## src/rtl/sprite_pos_updater_pkg.sv

```systemverilog
// Shared encodings for sprite movement: direction codes from the movement FSM
// and the position updater's state encoding.
package sprite_pos_updater_pkg;

    typedef enum logic [2:0] {
        DIR_NONE  = 3'b000,
        DIR_LEFT  = 3'b001,
        DIR_RIGHT = 3'b010,
        DIR_UP    = 3'b011,
        DIR_DOWN  = 3'b100
    } dir_e;

    typedef enum logic [1:0] {
        ST_IDLE  = 2'd0,
        ST_STEP  = 2'd1,
        ST_WRITE = 2'd2
    } state_e;

endpackage

```

## src/rtl/sprite_pos_updater_coord_step_clamp.sv

```systemverilog
// One saturating coordinate step: moves by STEP toward MIN or MAX and stops at the bound.
// 11-bit intermediates keep the comparison free of wrap-around.
module coord_step_clamp #(
    parameter int STEP = 4,
    parameter int MIN  = 0,
    parameter int MAX  = 620
) (
    input  logic [9:0] coord,
    input  logic       dec,
    input  logic       inc,
    output logic [9:0] result
);

    localparam logic [10:0] LO_LIMIT = 11'(MIN + STEP);
    localparam logic [10:0] HI_LIMIT = 11'(MAX - STEP);
    localparam logic [10:0] STEP_W   = 11'(STEP);

    logic [10:0] wide;

    always_comb begin
        wide   = {1'b0, coord};
        result = coord;
        if (dec) begin
            result = (wide < LO_LIMIT) ? 10'(MIN) : 10'(wide - STEP_W);
        end else if (inc) begin
            result = (wide > HI_LIMIT) ? 10'(MAX) : 10'(wide + STEP_W);
        end
    end

endmodule

```

## src/rtl/sprite_pos_updater.sv

```systemverilog
// Sprite position updater: steps the position on move pulses, saturating at the
// screen bounds, and writes each new position to the sprite register bank.
module sprite_pos_updater
    import sprite_pos_updater_pkg::*;
#(
    parameter int STEP   = 4,
    parameter int X_MIN  = 0,
    parameter int X_MAX  = 620,
    parameter int Y_MIN  = 0,
    parameter int Y_MAX  = 460,
    parameter int X_INIT = 320,
    parameter int Y_INIT = 240
) (
    input  logic        clk,
    input  logic        reset,
    input  logic [2:0]  direction,
    input  logic        move_pulse,
    input  logic        wr_ack,
    output logic [9:0]  pos_x,
    output logic [9:0]  pos_y,
    output logic        wr_req,
    output logic [19:0] wr_data,
    output logic        blocked,
    output logic        overrun
);

    state_e     state, state_next;
    logic [2:0] cur_dir;
    logic [2:0] pend_dir;
    logic       pend_valid;
    logic [9:0] x_next, y_next;
    logic       valid_dir, moved, leave;

    coord_step_clamp #(.STEP(STEP), .MIN(X_MIN), .MAX(X_MAX)) u_step_x (
        .coord  (pos_x),
        .dec    (cur_dir == DIR_LEFT),
        .inc    (cur_dir == DIR_RIGHT),
        .result (x_next)
    );

    coord_step_clamp #(.STEP(STEP), .MIN(Y_MIN), .MAX(Y_MAX)) u_step_y (
        .coord  (pos_y),
        .dec    (cur_dir == DIR_UP),
        .inc    (cur_dir == DIR_DOWN),
        .result (y_next)
    );

    // STEP ends either in WRITE (position changed) or by leaving; leaving with a
    // queued or simultaneous request re-enters STEP immediately.
    always_comb begin
        valid_dir  = cur_dir inside {DIR_LEFT, DIR_RIGHT, DIR_UP, DIR_DOWN};
        moved      = valid_dir && ((x_next != pos_x) || (y_next != pos_y));
        leave      = ((state == ST_STEP) && !moved) || ((state == ST_WRITE) && wr_ack);
        state_next = state;
        case (state)
            ST_IDLE:  if (move_pulse) state_next = ST_STEP;
            ST_STEP:  if (moved) state_next = ST_WRITE;
            ST_WRITE: ;
            default:  state_next = ST_IDLE;
        endcase
        if (leave) begin
            state_next = (pend_valid || move_pulse) ? ST_STEP : ST_IDLE;
        end
    end

    always_ff @(posedge clk or posedge reset) begin
        if (reset) begin
            state      <= ST_IDLE;
            pos_x      <= 10'(X_INIT);
            pos_y      <= 10'(Y_INIT);
            cur_dir    <= DIR_NONE;
            pend_dir   <= DIR_NONE;
            pend_valid <= 1'b0;
            blocked    <= 1'b0;
            overrun    <= 1'b0;
        end else begin
            state   <= state_next;
            blocked <= (state == ST_STEP) && valid_dir && !moved;
            if ((state == ST_STEP) && moved) begin
                pos_x <= x_next;
                pos_y <= y_next;
            end
            if ((state == ST_IDLE) && move_pulse) begin
                cur_dir <= direction;
            end else if (leave) begin
                if (pend_valid) begin
                    cur_dir    <= pend_dir;
                    pend_valid <= move_pulse;
                    if (move_pulse) pend_dir <= direction;
                end else if (move_pulse) begin
                    cur_dir <= direction;
                end
            end else if ((state != ST_IDLE) && move_pulse) begin
                if (pend_valid) overrun <= 1'b1;
                pend_valid <= 1'b1;
                pend_dir   <= direction;
            end
        end
    end

    // Handshake: wr_req holds with wr_data stable until a cycle with wr_ack=1;
    // that cycle completes the transfer and wr_req drops on the next one.
    assign wr_req  = (state == ST_WRITE);
    assign wr_data = {pos_y, pos_x};

endmodule

```

## config.mk

```make
export PLATFORM = sky130hd
export DESIGN_NAME = sprite_pos_updater
export DESIGN_NICKNAME = d
export VERILOG_FILES = /design/src/rtl/sprite_pos_updater_pkg.sv /design/src/rtl/sprite_pos_updater_coord_step_clamp.sv /design/src/rtl/sprite_pos_updater.sv
export SDC_FILE = /design/constraint.sdc
export NUM_CORES = 1
export LEC_CHECK = 0
export CAP_MARGIN = 0
export CORE_MARGIN = 8
export CORE_UTILIZATION = 49
export DETAILED_ROUTE_END_ITERATION = 12
export GPL_TIMING_DRIVEN = 0
export PLACE_DENSITY = 0.79
export REMOVE_ABC_BUFFERS = 1
export SLEW_MARGIN = 0
export SYNTH_ARGS = -nofsm -noshare
export SYNTH_HDL_FRONTEND = slang
export SYNTH_SLANG_ARGS = --single-unit
export TNS_END_PERCENT = 50
```

## constraint.sdc

```tcl
create_clock -name clk -period 3.2 [get_ports clk]
set_input_delay 0.96 -clock clk [delete_from_list [all_inputs] [get_ports clk]]
set_output_delay 0.96 -clock clk [all_outputs]
set_load 0.005 [all_outputs]
```

=== Word level (Yosys, flattened, before mapping) ===
Cells that the tools add are included.

* Add/subtract/negate cells: 4
* $lt $le $gt $ge: 4
* Eq/ne operators: 13
* Muxes and demuxes: 23
* Bitwise operators: 2
* Reductions and logical operators: 23

{| class="wikitable"
|+ Operators by type and width
! operator !! number
|-
| 10-bit 2-to-1 mux || 8
|-
| 3-bit 2-to-1 mux || 7
|-
| 10-bit by 3-bit adder with 10-bit output (second input constant) || 2
|-
| 10-bit by 3-bit < comparator with 1-bit output (second input constant) || 2
|-
| 10-bit inequality test || 2
|-
| 10-bit by 3-bit subtractor with 10-bit output (second input constant) || 2
|-
| 10-bit > comparator (second input constant) || 1
|-
| 10-bit by 9-bit > comparator with 1-bit output (second input constant) || 1
|-
| 1-bit logical AND || 8
|-
| 4-bit AND reduction || 2
|-
| 3-bit by 2-bit equality test with 1-bit output (second input constant) || 2
|-
| 2-bit 2-to-1 mux || 3
|-
| 3-bit inequality test (second input constant) || 2
|-
| 2-bit one-hot mux with 3 select lines || 1
|-
| 2-bit nonzero test || 3
|-
| 1-bit 2-to-1 mux || 4
|-
| 2-bit inequality test (second input constant) || 2
|-
| 2-bit AND reduction || 2
|-
| 4-bit nonzero test || 1
|-
| 3-bit by 1-bit equality test with 1-bit output (second input constant) || 1
|-
| 3-bit equality test (second input constant) || 1
|-
| 1-bit logical OR || 3
|-
| 3-bit AND reduction || 1
|-
| 3-bit nonzero test || 1
|-
| other kinds (6) || 7
|}

* Register bits after elaboration: 31
* Bits of input ports: 7
* Output and inout bits: 43
* Logic and storage cells: 77

=== Depth between registers and ports, before layout ===
Gate-level depths: netlist of run 1.

* Word-level depth: 12
* Mapped depth: 14
* Gate-level depth less buffers: 10

=== Cells and area by module ===
From an unflattened synthesis of run 1, not the netlist that was laid out.

* Cell total of the unflattened synthesis: 296
* Area total of the unflattened synthesis: 2813.9 um^2

{| class="wikitable"
|+ Modules (own cells, without submodules)
! module !! instances !! cells each !! area each (um^2) !! sequential area each (um^2)
|-
| sprite_pos_updater || 1 || 146 || 1806.7 || 783.3
|-
| coord_step_clamp at u_step_x || 1 || 78 || 526.8 || 0.0
|-
| coord_step_clamp at u_step_y || 1 || 72 || 480.5 || 0.0
|}

=== Worst setup path before layout of run 1 ===
Ideal clock, no wire load.

* Path type: reg-to-reg
* Start: register pos_x[2]
* End: register pend_dir[0]
* Setup time: 0.128 ns
* Arrival time: 3.124 ns
* Data required time: 3.072 ns
* Slack: -0.052 ns
* Cell stages (with the launch flop): 13
* Path buffers: 2
* Clock period less this slack: 3.252 ns
* Cell sequence: dfrtp_1 > clkbuf_1 > inv_1 > ha_1 > nor4b_1 > o31ai_2 > and3_1 > buf_2 > o2111ai_1 > a2111oi_4 > nand3_4 > o311ai_4 > mux2_1

* Longest elaborated chain between the ends: 12
* Elaborated cells between the ends (all ways): 19
* Those cells by class: add/sub (2); order compare (2); eq/ne (3); mux (5); reduce/logical (7)

{| class="wikitable"
|+ Ends and longest elaborated chain
! item !! RTL line !! RTL
|-
| start: declaration || sprite_pos_updater.sv:19 || <nowiki>output logic [9:0] pos_x,</nowiki>
|-
| start signal: assignment || sprite_pos_updater.sv:69 || <nowiki>pos_x <= 10'(X_INIT);</nowiki>
|-
| start signal: assignment || sprite_pos_updater.sv:80 || <nowiki>pos_x <= x_next;</nowiki>
|-
| 10-bit by 3-bit adder with 10-bit output / 10-bit > comparator (equally long branches) || sprite_pos_updater_coord_step_clamp.sv:26 || <nowiki>result = (wide > HI_LIMIT) ? 10'(MAX) : 10'(wide + STEP_W);</nowiki>
|-
| 10-bit 2-to-1 mux || sprite_pos_updater_coord_step_clamp.sv:26 ||
|-
| 10-bit 2-to-1 mux || sprite_pos_updater_coord_step_clamp.sv:25 || <nowiki>end else if (inc) begin</nowiki>
|-
| 10-bit 2-to-1 mux || sprite_pos_updater_coord_step_clamp.sv:23 || <nowiki>if (dec) begin</nowiki>
|-
| 10-bit inequality test (*) || sprite_pos_updater.sv:52 || <nowiki>moved = valid_dir && ((x_next != pos_x) || (y_next != pos_y));</nowiki>
|-
| 1-bit logical OR (*) || sprite_pos_updater.sv:52 ||
|-
| 1-bit logical AND (*) || sprite_pos_updater.sv:52 ||
|-
| 1-bit zero test (*) || sprite_pos_updater.sv:53 || <nowiki>leave = ((state == ST_STEP) && !moved) || ((state == ST_WRITE) && wr_ack);</nowiki>
|-
| 1-bit logical AND (*) || sprite_pos_updater.sv:53 ||
|-
| 1-bit logical OR (*) || sprite_pos_updater.sv:53 ||
|-
| 2-bit inequality test (no line) / 2-bit nonzero test (equally long branches) || -- ||
|-
| 4-bit AND reduction (no line) || -- ||
|-
| end signal: assignment || sprite_pos_updater.sv:89 || <nowiki>if (move_pulse) pend_dir <= direction;</nowiki>
|-
| end signal: assignment || sprite_pos_updater.sv:96 || <nowiki>pend_dir <= direction;</nowiki>
|-
| end: declaration || sprite_pos_updater.sv:29 || <nowiki>logic [2:0] pend_dir;</nowiki>
|}

Mark *: on every way between the ends. The rest lies on a longest branch, timed or not.
A chain may end at the register's enable or synchronous reset.

=== Worst setup path after layout of run 1 ===
* Start: register pos_y[3]
* End: register pend_dir[2]

* Longest elaborated chain between the ends: 12
* Elaborated cells between the ends (all ways): 19
* Those cells by class: add/sub (2); order compare (2); eq/ne (3); mux (5); reduce/logical (7)

{| class="wikitable"
|+ Ends and longest elaborated chain
! item !! RTL line !! RTL
|-
| start: declaration || sprite_pos_updater.sv:20 || <nowiki>output logic [9:0] pos_y,</nowiki>
|-
| start signal: assignment || sprite_pos_updater.sv:70 || <nowiki>pos_y <= 10'(Y_INIT);</nowiki>
|-
| start signal: assignment || sprite_pos_updater.sv:81 || <nowiki>pos_y <= y_next;</nowiki>
|-
| 10-bit by 3-bit adder with 10-bit output / 10-bit by 9-bit > comparator with 1-bit output (equally long branches) || sprite_pos_updater_coord_step_clamp.sv:26 ||
|-
| 10-bit 2-to-1 mux || sprite_pos_updater_coord_step_clamp.sv:26 ||
|-
| 10-bit 2-to-1 mux || sprite_pos_updater_coord_step_clamp.sv:25 ||
|-
| 10-bit 2-to-1 mux || sprite_pos_updater_coord_step_clamp.sv:23 ||
|-
| 10-bit inequality test (*) || sprite_pos_updater.sv:52 ||
|-
| 1-bit logical OR (*) || sprite_pos_updater.sv:52 ||
|-
| 1-bit logical AND (*) || sprite_pos_updater.sv:52 ||
|-
| 1-bit zero test (*) || sprite_pos_updater.sv:53 ||
|-
| 1-bit logical AND (*) || sprite_pos_updater.sv:53 ||
|-
| 1-bit logical OR (*) || sprite_pos_updater.sv:53 ||
|-
| 2-bit inequality test (no line) / 2-bit nonzero test (equally long branches) || -- ||
|-
| 4-bit AND reduction (no line) || -- ||
|}

Marks and branches as above.

==> reports/results.txt, run 1 <==
The run finished, with violations left. The final reports fail on negative setup slack. Dividing the detail-routed wire length by the instance count gives 18.9 um. The share of synthesized area spent on multiplexers was 0.0449; the relative contribution of the clock network to total power was 0.101. Once layout is done, the placed cells without fillers occupy 0.00364 mm2.

The first TritonRoute pass finished after 5 iterations. For this run, the post-layout net count is 397. Static leakage power: 0.00137 uW. Setup repair after global routing could not meet its margin everywhere. Of all cell types, the one taking the most synthesized area is dfrtp_1. Summing over every cut layer, the via total after detailed routing is 2995.

The starting density of the core is 0.498. The tools report the number of warnings printed during yosys synthesis as 0. Across the routed clock network, the largest skew measured is 0.00875 ns.

The setup check on the worst reg-to-reg path leaves a slack of -0.00002 ns. The clock period minus worst slack is 3.20 ns. Of all nets on the critical path, the largest fanout is 7.

The critical path is of the reg -> reg type. The tools report the remaining global-route overflow as 0. The wire length after detailed routing was 8710 um; the cell count after synthesis was 352. For this run, the top clock speed supported by timing is 312 MHz.

Summing internal, switching and leakage power gives 4090 uW. The switching power summed over all nets is 1930 uW, and the detail-routed via count per cell is 6.51. The transition time of the tightest slew-check pin is 1.20 ns. The worst hold path belongs to the class reg -> reg. Internal power summed over all cells: 2160 uW. The count of max-cap constraint violations came out at 0.

The worst hold path was traced through 2 stages. Clock latency on the worst-skew pair, taken at its later pin, is 0.29 ns. The number of max-slew violations in the final report is 0. The synthesized design contains 0 enable-type register cells.

Power spread over the standard cell area amounts to 1120 mW/mm2. The area added between synthesis and finish came out at 25.5%. The combinational fraction of design power was 0.659; the setup slack of the critical path after layout was -0.0000200 ns. Xor and xnor fraction of the mapped netlist area: 0.00302. Excluding fillers, the count of instances in the completed layout stands at 460.

For this design the top-level I/O count stands at 50. The die covers 0.00863 mm2. For the worst setup path, the data arrival time is 3.37 ns.

STA classifies the critical path startpoint as a flop. The area share of and/or/nand/nor cells after synthesis is 0.270. Setup slack after placement: -0.491 ns.

The share of flip-flops with an asynchronous set or reset after synthesis was 1.00. The startpoint of the most critical hold path was overrun. The detailed router finished its first iteration with 300 violations. The run gives 0 as the number of DRC violations after detailed routing. The fraction of the cycle the final worst path needs was 1.00.

The initial antenna violation count was 0; the proportion of layout cells with a drive suffix above 1 was 0.236. The deepest clock path buffer count is 2. Counting the buffers created by CTS gives 5.

The synthesized-area fraction occupied by adder cells works out to 0.0259. The area of the core was 0.00582 mm2. The clock tree synthesis step divided the H-tree into 2 levels.

For the count of final setup violators, the log shows 1. The placement row count was 28. The root buffer cell chosen for the clock tree is clkbuf_8. The tree built by TritonCTS fans out to 31 sinks. The final-report hold violation count was 0. TritonCTS built the clock tree. In this run the remaining antenna-violating nets after routing total 0. The via count of the first global-routing pass was 2670. In this run, post-CTS hold repair placed 0 buffers. Sorting the synthesized cells by area gives the leading types as dfrtp_1, dfstp_2, buf_4, o21ai_0, nor2_1. The tools report the register share of total power as 0.240. The combined global-route utilization of all metal layers is 0.188, and the chip height is 92.9 um. STA puts the critical path data required time at 3.37 ns. The critical register-to-register path endpoint is pend_dir[2]. The switching fraction of total power was 0.471.

The final core utilization is 0.625. Average footprint of a synthesized cell: 8.23 um2. The worst vdd rail ir drop was 0.715 mV; the final weighted congestion in routability-driven placement was 0.952. The complex-gate fraction of the synthesized area is 0.267, and the global-route wire length before repair is 13400 um. After synthesis the cells add up to 0.00290 mm2. The tools report the kind of end point of the critical path as a flop.

Dominant combinational cell family by area after synthesis: simple AND/OR/NAND/NOR gates. In this run the critical register-to-register path is launched from pos_y[3]. The top-area cell type share of the netlist area is 0.216, and the clock-pin slew on the worst setup and hold paths is 0.07 ns. The run gives 426 as the placed cell count.

Commonest non-fill, non-tap cell in the layout: clkdlybuf4s50_1. The final HPWL from detailed placement came out at 5350 um. 0 antenna diodes ended up in the layout.

Port buffering added 49 buffers. Once placement finished, the instance area stood at 0.00318 mm2. The synthesized design contains 31 register bits. The number of cells on the worst reg-to-reg path is 10. For the share of synthesized area occupied by flip-flops and latches, the log shows 0.270. In this run the horizontal extent of the chip is 92.9 um. Leaving out fill and tap cells, the most frequent cells in the layout are clkdlybuf4s50_1, nor2_1, o21ai_0, buf_4, nand2_1. Destination of the worst hold path: overrun. The layout has 510 filler cells. The number of distinct library cells after synthesis is 67. Entering global routing, the biggest net connects 32 pins. For this run, the leading register cell type out of synthesis is dfrtp_1.

The tools report the worst relative slew slack as 0.198.
## routing by layer
layer | vias up | GRT usage | share of wire
met1 | 1429 | 0.242 | 0.41
li1 | 1362 | - | -
met4 | 0 | 0.0698 | 0.027
met3 | 26 | 0.0413 | 0.095
met5 | - | 0 | 0
met2 | 178 | 0.301 | 0.47
## power groups by stage
stage,logic [uW],registers (uW),clock network (uW)
final,2690,981,412
after global routing,2900,1020,425
after CTS,2380,975,415
after detailed placement,2130,977,0
after global placement,2100,962,0
after floorplan,1420,888,0
## stage by stage
stage	hold slack, ns	setup TNS (ns)
floorplan	0.460	0
global placement	0.470	-6.91
detailed placement	0.483	-8.85
CTS	0.499	0
global route	0.531	-0.505
finish	0.513	-0.0000200
## how the worst max path moves through the flow
stage / depth (start not counted) / startpoint / endpoint
6_report: 10 / pos_y[3] / pend_dir[2]
5_1_grt: 10 / pos_y[3] / pend_dir[2]
4_1_cts: 10 / pos_y[2] / pend_dir[2]
3_5_place_dp: 7 / cur_dir[1] / pend_dir[2]
3_3_place_gp: 7 / cur_dir[1] / pend_dir[2]
2_1_floorplan: 10 / pos_y[3] / pend_dir[0]
## worst max-delay path, stage by stage (launching register included)
cell and delay [ns]:
dfrtp_2 0.46, inv_2 0.11, ha_4 0.13, or3b_4 0.40
or3_4 0.33, a31oi_1 0.18, o211ai_1 0.16, nor4_4 0.44
nand3_4 0.14, o311ai_4 0.38, mux2_4 0.34
## cells in the mapped netlist, types with 3 or more instances
cell type	number
a211oi_1	8
a21boi_0	4
a21oi_1	13
a221oi_1	3
a22oi_1	3
a31oi_1	8
and3_1	7
buf_2	7
buf_4	21
buf_6	3
clkbuf_1	18
dfrtp_1	25
dfstp_2	6
ha_1	6
inv_1	12
mux2_1	3
mux2_2	5
mux2i_1	4
nand2_1	18
nand2b_1	4
nand3_1	8
nand4_1	8
nor2_1	29
nor2b_1	5
nor3_1	17
nor4_1	6
o211ai_1	3
o21a_1	5
o21ai_0	27
o21bai_1	4
o22ai_1	3
o31ai_1	4
or3_1	6
or3b_1	3
## kinds of logic after synthesis
| group | count (synthesis) |
|---|---|
| xor+xnor | 1 |
| simple gates | 134 |
| fa+ha+maj | 6 |
| compound gates | 106 |
| buf+inv | 62 |
| mux | 12 |
| flops | 31 |
## timing repair
action	in CTS	in global routing
pin swaps	6	8
endpoints found under the hold margin	0	0
cloned	0	0
resized for setup	22	17
endpoints found under the setup margin	29	18
buffers inserted	7	19
## cell type report
cell class / count / area, um2 / area share
clock buffers: 6 / 82.6 / 0.0227
clock inverters: 2 / 35.0 / 0.00963
inverters: 12 / 50.0 / 0.0138
multi-input cells: 259 / 1900 / 0.521
flip-flops and latches: 31 / 793 / 0.218
well taps: 75 / 93.8 / 0.0258
repair buffers: 75 / 686 / 0.189
## flip-flops by register name, summed over array words and instances, names as in the netlist
name	count
pos_x	10
blocked	1
overrun	1
pend_valid	1
pend_dir	3
pos_y	10
cur_dir	3
state	2
Power figures use the tool's default switching activity.
==> run 2: changes to the inputs <==
CORE_MARGIN = unset   (was 8)
MAX_ROUTING_LAYER = met4   (was unset)
==> reports/results.txt, run 2 (same netlist as run 1, synthesis figures left out) <==
Path type of the worst setup path: reg -> reg. The die outline area is 0.00623 mm2 (-28%), and the final HPWL from detailed placement is 5120 um (-4.3%). For the global-route wire length before repair, the log shows 13100 um (-1.8%). The register-to-register path setup slack was -0.01 ns (about the same). The tools report the cell at the root of the clock tree as clkbuf_8.

The largest registers in the layout are pos_x (10), pos_y (10). Clock-pin slew on the worst setup and hold paths: 0.08 ns (about the same). The worst setup path is launched from a flop. The tools report the total via count after detailed routing as 3041 (+1.5%). For the static leakage power, the log shows 0.00137 uW (-0.35%). The count of input and output buffers works out to 49 (unchanged).

The maximum level of the CTS H-tree came out at 2 (unchanged). The kind of end point of the critical path is a flop. The tools report the deepest clock path buffer count as 2 (unchanged). For the starting density of the core, the log shows 0.517 (+0.0185). The logs give 0.453 (+0.152) for the met2 global-route usage and 0 (unchanged) for the number of routed nets with antenna violations. For the worst vdd rail ir drop, the log shows 0.580 mV (-19%). The number of clock sinks seen by CTS was 31 (unchanged); the number of DRC markers after the initial detailed-route iteration was 325 (+8.3%). The logs give 0 (unchanged) for the number of max-slew violations in the final report and 0.533 (+0.335) for the worst relative slew slack. In the layout the commonest cells are clkdlybuf4s50_1, nor2_1, buf_4, o21ai_0, nand2_1. The routed length per placed instance is 18.6 um (-1.9%).

Commonest non-fill, non-tap cell in the layout: clkdlybuf4s50_1. The clock insertion delay at the later pin of the skew report came out at 0.29 ns (about the same). Combined global-route utilization of all metal layers: 0.275 (+0.0866). The required time of the worst setup path is 3.37 ns (about the same), and the highest net fanout along the worst path is 4 (-3). The pin count of the biggest net entering global routing came out at 32 (unchanged). The chip height came out at 78.9 um (-15%).

The tools report the wire length after detailed routing as 8520 um (-2.1%). The via count of the first global-routing pass is 2722 (+1.9%), and the met3 capacity usage during global routing is 0.0414 (+0.000117). Setup repair after global routing could not meet its margin everywhere. For the count of max-cap constraint violations, the log shows 0 (unchanged). The number of optimization iterations in the first detailed-route pass is 5 (unchanged). The area added between synthesis and finish is 25.9%, and the global-route met1 utilization is 0.338 (+0.0969). The run finished, with violations left. The placement row count was 27 (-3.6%); the detail-routed via count per cell was 6.63 (+1.8%). Arrival time of data at the critical path endpoint: 3.38 ns (about the same).

The final weighted congestion in routability-driven placement is 0.898 (-5.7%). The initial antenna violation count was 0 (unchanged); the setup slack after placement was -0.447 ns (+0.0432 ns). The tools report the setup slack of the critical path after layout as -0.0135 ns (-0.0135 ns).

The type of the tightest min-delay check is reg -> reg. The count of placed standard cells in the final layout, fillers left out came out at 459 (-0.22%). The tools report the remaining global-route overflow as 0 (unchanged). The final core utilization is 0.651 (+0.0252), and the count of final setup violators is 2 (+1). For the area of the core, the log shows 0.00561 mm2 (-3.6%).

The fraction of the cycle the final worst path needs was 1.00 (+0.00420); the placed cell count was 423 (-0.70%). The count of antenna diodes in the layout is 0 (unchanged), and the boundary pin count is 50 (unchanged). The run gives 400 (+0.76%) as the number of nets at the end of the flow. The transition time of the tightest slew-check pin was 0.700 ns (-0.502 ns); the clock period minus worst slack was 3.21 ns (+0.0135 ns). The worst clock skew was 0.0121 ns (+0.00334 ns); the die extent in x was 78.9 um (-15%). The power density over the cells works out to 1110 mW/mm2 (-1.1%). TritonCTS built the clock tree.

For the number of DRC violations after detailed routing, the log shows 0 (unchanged). The checks that failed: negative setup slack. The most utilized layer in the global route result was met2.

The proportion of layout cells with a drive suffix above 1 is 0.256 (+0.0195), and the number of buffers added to fix hold violations after cts is 0 (unchanged). The maximum achievable frequency came out at 311 MHz (-0.42%). The logs give 5 (unchanged) for the number of buffers created by CTS and 0 (unchanged) for the final-report hold violation count.
-- run 2: per-layer routing --
layer,vias up,wire length (um)
li1,1365,-
met1,1459,3510
met2,176,4090
met3,41,601
met4,0,320
met5,-,0
-- run 2: stage by stage --
stage          hold slack [ns]  power, uW  TNS, ns  instance area [um2]
6_report                 0.500       4060  -0.0259                 3650
5_1_grt                  0.545       4330   -0.327                 3650
4_1_cts                  0.500       3720        0                 3440
3_5_place_dp             0.480       3090    -7.25                 3180
3_3_place_gp             0.471       3030    -6.29                 3180
2_1_floorplan            0.460       2310        0                 2600
-- run 2: cell type report --
cell class / count / area, um2
Timing Repair Buffer: 78 / 716
Sequential cell: 31 / 795
Fill cell: 484 / 1960
Inverter: 12 / 50.0
Clock buffer: 6 / 82.6
Tap cell: 72 / 90.1
Multi-Input combinational cell: 259 / 1910
Clock inverter: 1 / 5.00
-- run 2: power breakdown --
part / internal [uW] / switching, uW
logic: 1360 / 1410
clock network: 169 / 156
registers: 583 / 378
total: 2110 / 1940
-- run 2: timing repair --
action,4_1_cts,5_1_grt
setup endpoints to repair,29,28
setup buffers,14,14
cloned,0,0
resized for setup,19,26
pin swaps,7,10
-- run 2: critical path: stages, from the launching register on --
cell      delay (ns)
dfrtp_2         0.44
inv_4           0.09
ha_4            0.14
or3b_4          0.41
or3_1           0.31
a31oi_1         0.19
o211ai_1        0.17
nor4_4          0.47
nand3_4         0.14
o311ai_4        0.39
mux2_4          0.33
-- run 2: final timing paths --
check	cells past startpoint	startpoint	end
setup / recovery	10	pos_y[2]	pend_dir[1]
hold / removal	2	overrun	overrun
setup reg to reg	10	pos_y[2]	pend_dir[1]
hold reg to reg	2	overrun	overrun
max in group asynchronous	3	reset	pos_y[5]
min in group asynchronous	2	reset	pend_dir[0]
